<file path="src/rtl/decode_arb_pkg.sv">
// decode_arbiter shared types and helpers.
// Optional burst lock is enabled by defining DECODE_ARB_LOCK_EN.
package decode_arb_pkg;

  localparam int NUM_REQ_DEF  = 4;
  localparam int ID_W_DEF     = $clog2(NUM_REQ_DEF);
  localparam int LOCK_MAX_DEF = 4;

  typedef enum logic {
    EMPTY = 1'b0,
    FULL  = 1'b1
  } arb_state_e;

  function automatic logic [3:0] decode2(
    input logic a,
    input logic b
  );
    return {a & b, a & ~b, a ^ b, b};
  endfunction

  // Search ptr, ptr+1, ... wrapping at n; vectors sized for n <= 8.
  function automatic logic [7:0] rr_pick(
    input logic [7:0] vld,
    input logic [2:0] ptr,
    input int         n
  );
    logic [7:0] g;
    logic       found;
    int         j;
    g     = '0;
    found = 1'b0;
    for (int k = 0; k < 8; k++) begin
      j = int'(ptr) + k;
      if (j >= n) j = j - n;
      if (k < n && !found && vld[3'(j)]) begin
        g[3'(j)] = 1'b1;
        found    = 1'b1;
      end
    end
    return g;
  endfunction

endpackage

</file>
<file path="src/rtl/decode_arbiter_ab_decode_stage.sv">
// Registered 2-bit operand pair feeding the combinational decoder.
// Used by decode_arbiter (DECODE_ARB_LOCK_EN has no effect here).
module ab_decode_stage
  import decode_arb_pkg::*;
(
  input  logic       clk,
  input  logic       clr,
  input  logic       en,
  input  logic       a_d,
  input  logic       b_d,
  output logic [3:0] y
);

  logic a_q, b_q;
  logic a_n, b_n;

  always_comb begin
    a_n = a_q;
    b_n = b_q;
    if (en) begin
      a_n = a_d;
      b_n = b_d;
    end
  end

  always_ff @(posedge clk or negedge clr) begin
    if (!clr) begin
      a_q <= 1'b0;
      b_q <= 1'b0;
    end else begin
      a_q <= a_n;
      b_q <= b_n;
    end
  end

  assign y = decode2(a_q, b_q);

endmodule

</file>
<file path="src/rtl/decode_arbiter.sv">
// Round-robin arbiter sharing one registered decode stage.
// Define DECODE_ARB_LOCK_EN to enable per-requester burst lock.
module decode_arbiter
  import decode_arb_pkg::*;
#(
  parameter int NUM_REQ  = NUM_REQ_DEF,
  parameter int ID_W     = $clog2(NUM_REQ),
  parameter int LOCK_MAX = LOCK_MAX_DEF
) (
  input  logic               clk,
  input  logic               clr,
  input  logic [NUM_REQ-1:0] req_valid,
  input  logic [NUM_REQ-1:0] req_a,
  input  logic [NUM_REQ-1:0] req_b,
  input  logic [NUM_REQ-1:0] req_lock,
  output logic [NUM_REQ-1:0] req_ready,
  output logic               rsp_valid,
  input  logic               rsp_ready,
  output logic [ID_W-1:0]    rsp_id,
  output logic [3:0]         rsp_y
);

  arb_state_e         state_q, state_d;
  logic [ID_W-1:0]    ptr_q, ptr_d;
  logic [ID_W-1:0]    id_q, id_d;
  logic [ID_W-1:0]    gidx, nxt;
  logic [NUM_REQ-1:0] grant;
  logic [7:0]         pick;
  logic               can_acc, xfer;
  logic               a_d, b_d;

  // Grant is gated by clr so req_ready drops the moment reset asserts.
  always_comb begin
    can_acc = clr & ((state_q == EMPTY) | rsp_ready);
    pick    = rr_pick(8'(req_valid), 3'(ptr_q), NUM_REQ);
    grant   = can_acc ? pick[NUM_REQ-1:0] : '0;
    xfer    = |grant;
    gidx    = '0;
    for (int i = 0; i < NUM_REQ; i++) begin
      if (grant[i]) gidx = ID_W'(i);
    end
    nxt = (gidx == ID_W'(NUM_REQ - 1)) ? '0 : gidx + ID_W'(1);
    a_d = |(req_a & grant);
    b_d = |(req_b & grant);
  end

  always_comb begin
    state_d = state_q;
    id_d    = id_q;
    if (xfer) begin
      state_d = FULL;
      id_d    = gidx;
    end else if (state_q == FULL && rsp_ready) begin
      state_d = EMPTY;
    end
  end

`ifdef DECODE_ARB_LOCK_EN
  localparam int LCW = $clog2(LOCK_MAX + 1);

  logic [LCW-1:0] lock_q, lock_d, cnt_n;
  logic           lk;

  // A nonzero count means ptr_q is parked on the lock owner.
  always_comb begin
    ptr_d  = ptr_q;
    lock_d = lock_q;
    lk     = |(req_lock & grant);
    cnt_n  = (gidx == ptr_q && lock_q != '0) ?
             lock_q + LCW'(1) : LCW'(1);
    if (xfer) begin
      if (lk && cnt_n != LCW'(LOCK_MAX)) begin
        ptr_d  = gidx;
        lock_d = cnt_n;
      end else begin
        ptr_d  = nxt;
        lock_d = '0;
      end
    end
  end

  always_ff @(posedge clk or negedge clr) begin
    if (!clr) lock_q <= '0;
    else      lock_q <= lock_d;
  end
`else
  localparam int unused_lock_max = LOCK_MAX;
  logic unused_lock;

  assign unused_lock = ^req_lock;

  always_comb begin
    ptr_d = ptr_q;
    if (xfer) ptr_d = nxt;
  end
`endif

  always_ff @(posedge clk or negedge clr) begin
    if (!clr) begin
      state_q <= EMPTY;
      ptr_q   <= '0;
      id_q    <= '0;
    end else begin
      state_q <= state_d;
      ptr_q   <= ptr_d;
      id_q    <= id_d;
    end
  end

  ab_decode_stage u_dec (
    .clk (clk),
    .clr (clr),
    .en  (xfer),
    .a_d (a_d),
    .b_d (b_d),
    .y   (rsp_y)
  );

  assign req_ready = grant;
  assign rsp_valid = (state_q == FULL);
  assign rsp_id    = id_q;

endmodule

</file>
<file path="config.mk">
export PLATFORM = sky130hd
export DESIGN_NAME = decode_arbiter
export DESIGN_NICKNAME = d
export VERILOG_FILES = /design/src/rtl/decode_arb_pkg.sv /design/src/rtl/decode_arbiter_ab_decode_stage.sv /design/src/rtl/decode_arbiter.sv
export SDC_FILE = /design/constraint.sdc
export NUM_CORES = 1
export LEC_CHECK = 0
export ABC_AREA = 1
export BUFFER_PORTS_ARGS = -buffer_cell sky130_fd_sc_hd__buf_2
export CAP_MARGIN = 40
export CORE_MARGIN = 2
export CORE_UTILIZATION = 53
export CTS_CLUSTER_SIZE = 8
export DETAILED_ROUTE_END_ITERATION = 12
export PLACE_DENSITY = 0.83
export SLEW_MARGIN = 20
export SYNTH_ARGS = -nofsm -noshare
export SYNTH_HDL_FRONTEND = slang
export SYNTH_SLANG_ARGS = --single-unit
</file>
<file path="constraint.sdc">
create_clock -name clk -period 3.7 [get_ports clk]
set_input_delay 0.37 -clock clk [delete_from_list [all_inputs] [get_ports clk]]
set_output_delay 0.37 -clock clk [all_outputs]
set_load 0.01 [all_outputs]
</file>
==> results summary, run 1 <==
The initial core utilization is approximately 58%. Setup repair after global routing left no endpoint under its margin. The wire length of the first global-routing pass is 3220 um. The number of global-route vias before repair came out at 798. The detailed-route via count is about 920.

The number of rows created at floorplan came out at 14. Input and output buffers added on the ports amount to 25. The normalized max-slew margin is 58.3%. The number of hold violations in the final report came out at 0.

The portion of total power attributed to combinational logic is 78.5%. The number of remaining DRC errors is 0. The flow ran to the end, and the final reports show no timing, DRC or antenna violations. The filler cells instantiated in the layout total about 130. Global routing finished with a remaining overflow of 0. The share of the yosys chip area belonging to registers came out at 19.4%. The insertion delay to the later sink of the worst-skew pair came out at around 250 ps. The part of the power in registers came out at 15.1%. The final clock skew is 6.42 ps. The number of synthesized flops with an enable pin came out at 0. The count of state elements after synthesis is 7. The count of cells resized by post-cts repair came out at 0. For the worst setup path, the data arrival time is between 2000 and 2500 ps. The root buffer cell is sky130_fd_sc_hd__clkbuf_4. By startpoint and endpoint, the worst setup path is classified as reg2out. The area of the core is approximately 0.0016 mm2.

At the placement stage, the worst setup path has a slack of 1220 ps. The worst setup path is launched from a flip-flop. The post-synthesis cell count is between 100 and 150. The distinct cell type count of the synthesized netlist came out at 22.

TritonCTS built the clock tree. The cell area that synthesis handed to floorplanning was 905 um2. The diode insertion count for antenna repair came out at 0. The required time of the worst setup path is between 3000 and 4000 ps. The number of buffers inserted by hold repair at cts is 1. In the final layout, the share of cells above drive strength 1 is 34.4%. The first-iteration detailed-routing DRC count came out at 18. The detail route stage leaves a number of antenna-violating nets equal to 0.

The setup violation total in the final timing report is 0. By instance count, the leading cell after synthesis is sky130_fd_sc_hd__nand2_1. The final critical-path share of the clock period came out at between 70 and 80%. The utilization after layout is 69.2%. The final routed wirelength across all metal layers is 1940 um. The half-perimeter wire length after detailed placement came out at 1650 um.

The class of the most critical hold timing path is in2reg. The maximum clock insertion buffer count came out at 2. The synthesized net count is 163. The prevailing post-synth register cell is sky130_fd_sc_hd__dfrtp_1. The I/O pin count is 30. The placer congestion estimate came out at ~0.87. The floorplan step set the die height to 45.3 um. The worst setup path is captured at an output pin. The commonest cells after synthesis are sky130_fd_sc_hd__nand2_1 (51), sky130_fd_sc_hd__inv_1 (15), sky130_fd_sc_hd__nand3_1 (14). The maximum fanout along the worst path came out at 10.

Sorting the synthesized cells by area gives the leading types as sky130_fd_sc_hd__nand2_1 (21%), sky130_fd_sc_hd__dfrtp_1 (19%), sky130_fd_sc_hd__ha_1 (14%). The total number of nets in the final design came out at 193. The async set-or-reset flop fraction in the synthesized netlist came out at 100%. The final routed wire length divided by cell count is 10.8 um.

Power spread over the standard cell area amounts to 970 mW/mm2. The final non-filler cell area is 0.00108 mm2. The largest net degree at the start of global routing came out at 11. The area after detailed placement is approximately 0.0010 mm2. Derived from the worst setup path, the maximum achievable clock frequency is ~0.37 GHz. The area of the die is between 0.002 and 0.0025 mm2. The clock sink count is 7. The overall power is 1.05 mW.

The slew at the pin closest to its max-slew limit is about 620 ps. The clock network fraction of total power came out at 6.4%. The leakage power is 0.674 nW. The largest total area in the synthesized netlist belongs to sky130_fd_sc_hd__nand2_1. Once routing completed, OpenROAD measured the worst setup slack at between 1000 and 1500 ps.

The initial antenna violation count is 0. The total number of yosys warnings came out at 0. The number of vias per cell after detailed routing is approximately 5.2.

The number of detailed-routing iterations run before antenna repair is 4. The number of buffers created by CTS is 3. The area added between synthesis and finish came out at 19.2%. The worst-case IR drop observed on VDD is approximately 0.00055 V. The switching power as a share of total power came out at 57.0%.

The horizontal die dimension is 45.3 um. The internal power summed over all cells came out at 0.449 mW. The average footprint of a synthesized cell is 6.75 um2. The clock edge transition at the registers on the reported setup and hold paths is 50 ps.

After clock tree synthesis, the setup repair step added 0 buffers. The count of final max-slew check failures is 0. The total global routing track utilization is 21.2%. The total number of H-tree levels came out at 1.

Across the run, the number of max-cap violations was 0. The final setup TNS is 0 ps. In this run the biggest area consumer among cell types represents a little over a fifth of the synthesized area. The minimum clock period is 2670 ps.

The reported net switching power is 0.597 mW.
-- area by class of cell --
class	instances	area, um2	share of cell area, %
timing repair buffer	26	135	12.5
clock buffer	4	26.3	2.44
tap	16	20.0	1.86
multi-input combinational	107	648	60.1
inverter	19	73.8	6.84
sequential	7	175	16.2
-- through the flow --
stage,instances,hold WS [ps]
after floorplan,134,74.4
after global placement,174,208
after detailed placement,174,211
after CTS,179,304
after global routing,179,313
final,179,311
-- registers in the layout (all words and copies together) (netlist names) --
register	flops
rsp_id	2
ptr_q	2
rsp_valid	1
u_dec.a_q	1
u_dec.b_q	1
-- cell usage in the layout (no fill, tap or decap) --
| cell | Yosys | final |
|---|---|---|
| sky130_fd_sc_hd__nor2_8 | 1 | 1 |
| sky130_fd_sc_hd__clkbuf_1 | 0 | 1 |
| sky130_fd_sc_hd__clkbuf_4 | 0 | 3 |
| sky130_fd_sc_hd__dlygate4sd3_1 | 0 | 1 |
| sky130_fd_sc_hd__inv_4 | 1 | 1 |
| sky130_fd_sc_hd__dfrtp_1 | 7 | 7 |
| sky130_fd_sc_hd__nand2_1 | 51 | 51 |
| sky130_fd_sc_hd__nand4_1 | 1 | 1 |
| sky130_fd_sc_hd__nor2_1 | 5 | 5 |
| sky130_fd_sc_hd__o21ai_0 | 1 | 1 |
| sky130_fd_sc_hd__nor2_2 | 4 | 4 |
| sky130_fd_sc_hd__ha_1 | 10 | 10 |
| sky130_fd_sc_hd__nand2_2 | 5 | 5 |
| sky130_fd_sc_hd__a21boi_2 | 1 | 1 |
| sky130_fd_sc_hd__buf_2 | 0 | 25 |
| sky130_fd_sc_hd__inv_2 | 3 | 3 |
| sky130_fd_sc_hd__o21ai_2 | 1 | 1 |
| sky130_fd_sc_hd__inv_1 | 15 | 15 |
| sky130_fd_sc_hd__a21oi_2 | 1 | 1 |
| sky130_fd_sc_hd__nand3_4 | 1 | 1 |
| sky130_fd_sc_hd__nor2_4 | 2 | 2 |
| sky130_fd_sc_hd__nand2_4 | 1 | 1 |
| sky130_fd_sc_hd__nand3_1 | 14 | 14 |
| sky130_fd_sc_hd__nand3_2 | 7 | 7 |
| sky130_fd_sc_hd__o21ai_1 | 1 | 1 |
-- critical path, stage by stage, from the launching register on --
cell                      delay [ps]
sky130_fd_sc_hd__dfrtp_1         510
sky130_fd_sc_hd__inv_2           130
sky130_fd_sc_hd__ha_1            360
sky130_fd_sc_hd__inv_1           100
sky130_fd_sc_hd__nand3_2         120
sky130_fd_sc_hd__nand3_4         130
sky130_fd_sc_hd__nand2_2          80
sky130_fd_sc_hd__nor2_2          130
sky130_fd_sc_hd__nand2_1          90
sky130_fd_sc_hd__nand3_2         100
sky130_fd_sc_hd__nand2_1         110
sky130_fd_sc_hd__inv_2            90
sky130_fd_sc_hd__buf_2           120
-- per-layer routing --
metal	up-vias	share of wire [%]	routed length, um	track usage (%)
met2	29	49	955	36.3
met1	410	45	873	27.7
met3	4	4.8	93	3.60
li1	479	-	-	-
met4	0	0.88	17	5.29
met5	-	0	0	0
-- final timing paths --
path	end	depth (start not counted)	slack [ps]	start
min in group asynchronous	rsp_valid	2	510	clr
hold reg to reg	rsp_id[0]	2	460	rsp_id[0]
setup reg to reg	ptr_q[1]	15	1210	ptr_q[0]
setup / recovery	req_ready[3]	12	1030	ptr_q[0]
max in group asynchronous	ptr_q[1]	2	3030	clr
hold / removal	rsp_valid	2	310	rsp_ready
-- kinds of logic (layout without fill, tap and decap cells) --
group                    Yosys count  after routing  share of synthesized area (%)
AND/OR/NAND/NOR                   92             92                           53.5
adder cells (fa/ha/maj)           10             10                           13.8
flip-flops                         7              7                           19.4
AO/OA/AOI/OAI                      5              5                           4.29
buffers and inverters             20             49                           8.99
-- power by group through the flow --
stage	Clock, mW	Combinational, mW	Sequential, mW
6_report	0.0669	0.822	0.158
5_1_grt	0.0735	0.931	0.164
4_1_cts	0.0698	0.823	0.158
3_5_place_dp	0	0.819	0.160
3_3_place_gp	0	0.787	0.158
2_1_floorplan	0	0.642	0.162
No activity file was read; power rests on OpenSTA's default activity.
==> run 2, diff against run 1 <==
--- a/config.mk
+++ b/config.mk
@@ -9,10 +9,10 @@
 export BUFFER_PORTS_ARGS = -buffer_cell sky130_fd_sc_hd__buf_2
 export CAP_MARGIN = 40
 export CORE_MARGIN = 2
-export CORE_UTILIZATION = 53
+export CORE_UTILIZATION = 45
 export CTS_CLUSTER_SIZE = 8
 export DETAILED_ROUTE_END_ITERATION = 12
-export PLACE_DENSITY = 0.83
+export PLACE_DENSITY = 0.75
 export SLEW_MARGIN = 20
 export SYNTH_ARGS = -nofsm -noshare
 export SYNTH_HDL_FRONTEND = slang
==> constraint.sdc (replaced) <==
create_clock -name clk -period 2.45 [get_ports clk]
set_input_delay 0.245 -clock clk [delete_from_list [all_inputs] [get_ports clk]]
set_output_delay 0.245 -clock clk [all_outputs]
set_load 0.01 [all_outputs]
==> results summary, run 2 (synthesis results as in run 1) <==
The leakage power is 0.694 nW (+3.0%). The slowest stage cell on the critical path is sky130_fd_sc_hd__dfrtp_1. The final critical-path share of the clock period is 93.4%. The total number of H-tree levels came out at 1 (unchanged). The run finished with clean final reports. The worst setup path is captured at an output pin. The delay of the slowest cell on the worst path is 430 ps (-80 ps). The total number of nets in the final design is 197 (+2.1%). TritonCTS built the clock tree. The area of the die was 0.00238 mm2 (+16%).

The clock sink count is 7 (unchanged). The number of vias per cell after detailed routing came out at 4.76 (-7.5%). The final routed wire length divided by cell count is 9.78 um (-9.8%). The number of remaining DRC errors is 0 (unchanged).

The placer congestion estimate came to 0.926 (+6.4%). The I/O pin count is 30 (unchanged). The number of buffers inserted by port buffering came out at 25 (unchanged). The tightest min-delay check is of the in2reg type. The count of antenna-violating nets left after detailed routing is 0 (unchanged). The critical path goes through inv_4 > ha_4 > inv_1 > nand3_2 > nand3_4 > nand2_2 > nor2_2 > nand2_1 > nand3_2 > nand2_1 > inv_2 > buf_2. The normalized max-slew margin came out at 58.4% (+0.13 points). The slew at the pin closest to its max-slew limit came out at 617 ps (-1.99 ps). The overall power came out at 1.65 mW (+57%). The largest net degree at the start of global routing is 9 (-2). The arrival time of data at the critical path endpoint is 2040 ps (-260 ps). The diode insertion count for antenna repair is 0 (unchanged).

The detailed-route via count came to 924 (+0.22%). The number of buffers created by CTS is 3 (unchanged). The final non-filler cell area is 0.00114 mm2 (+5.5%). The number of rows created at floorplan is 16 (+2). The area growth from synthesis to layout is 25.7%.

The initial antenna violation count came out at 0 (unchanged). The most frequent standard cell in the layout excluding fill and tap cells is sky130_fd_sc_hd__nand2_1. The number of global-route vias before repair is 848 (+6.3%). The first-iteration detailed-routing DRC count came to 8 (-10). The maximum fanout along the worst path was 7 (-3). The maximum clock insertion buffer count is 2 (unchanged). The worst path in the final design needs a cycle of 2290 ps, including I/O delays and setup. The worst setup path is launched from a flip-flop. The tree is rooted in a sky130_fd_sc_hd__clkbuf_4. The area after detailed placement came to 0.00108 mm2 (+3.5%). The total global routing track utilization came out at 17.7% (-3.5 points). The largest voltage drop on the vdd net came to 0.000782 V (+42%). The critical path is of the reg2out type. The final clock skew came out at 0.582 ps (-5.84 ps). The setup violation total in the final timing report is 0 (unchanged). The fraction of final layout cells sized beyond drive strength 1 came out at 36.5% (+2.2 points). The vertical extent of the die is 48.8 um (+7.8%). The half-perimeter wire length after detailed placement came out at 1620 um (-1.6%). The number of maximum-capacitance violations came out at 0 (unchanged). The number of hold violations in the final report came to 0 (unchanged). The horizontal die dimension is 48.8 um (+7.8%). The required time of the worst setup path came out at 2200 ps (-1130 ps).

The area of the core came to 0.00192 mm2 (+23%). Based on the critical path, the design can be clocked at up to 0.437 GHz. The count of final max-slew check failures was 0 (unchanged). The initial core utilization is 47.1% (-11 points).

The final routed wirelength across all metal layers came out at 1900 um (-2.2%). In the layout the commonest cells are sky130_fd_sc_hd__nand2_1 (51), sky130_fd_sc_hd__buf_2 (25), sky130_fd_sc_hd__inv_1 (15), sky130_fd_sc_hd__nand3_1 (14), sky130_fd_sc_hd__ha_1 (9). The insertion delay to the later sink of the worst-skew pair is 240 ps (about the same). The wire length of the first global-routing pass was 3410 um (+6.0%). The power density relative to cell area is 1450 mW/mm2 (+49%). The number of detailed-routing iterations run before antenna repair came out at 4 (unchanged). The clock edge transition at the registers on the reported setup and hold paths came to 50 ps (about the same). The total congestion overflow after global routing came out at 0 (unchanged).
run 2: worst max-delay path: cells and delay by family, from the launching register on:
kind	cells	cell delay, ps
and+or+nand+nor	7	700
adders and majority gates	1	220
buffers and inverters	4	420
DFF	1	430
run 2: cell type report:
| class | count | area [um2] |
|---|---|---|
| flip-flops and latches | 7 | 175 |
| multi-input cells | 107 | 661 |
| clock buffers | 4 | 26.3 |
| well taps | 27 | 33.8 |
| repair buffers | 30 | 165 |
| fillers | 196 | 785 |
| inverters | 19 | 76.3 |
run 2: path summary, 6_finish.rpt:
kind                                start      endpoint  slack, ps  cells after the start
worst max-delay path             ptr_q[0]  req_ready[3]        160                     12
worst min-delay path            rsp_ready     rsp_valid        190                      2
worst max register to register   ptr_q[0]      ptr_q[1]        220                     15
worst min register to register  rsp_id[0]     rsp_id[0]        470                      2
max in group asynchronous             clr     rsp_valid       1940                      2
min in group asynchronous             clr     rsp_id[1]        360                      2
run 2: per-stage QoR:
step	setup slack, ps	util (%)	hold slack (ps)	instances	TNS (ps)
final	161	59.2	189	194	0
after global routing	-13.4	59.2	184	194	-14.2
after CTS	64.9	58.0	184	193	0
after detailed placement	166	56.1	83.3	188	0
after global placement	227	56.1	78.8	188	0
after floorplan	242	-	-50.6	134	0
run 2: what timing repair did:
item	CTS	global route
hold buffers	1	0
setup buffers	0	1
hold endpoints to repair	7	0
resized for setup	0	2
setup endpoints to repair	0	6
run 2: routing by layer:
layer,GRT usage (%),share of wire (%)
met5,0,0
met3,1.84,2.1
met4,9.05,1.6
met1,22.1,46
met2,30.1,50
run 2: report_power, final:
group          switching (mW)  internal (mW)
Clock                  0.0372         0.0618
Sequential             0.0450          0.180
Combinational           0.830          0.492
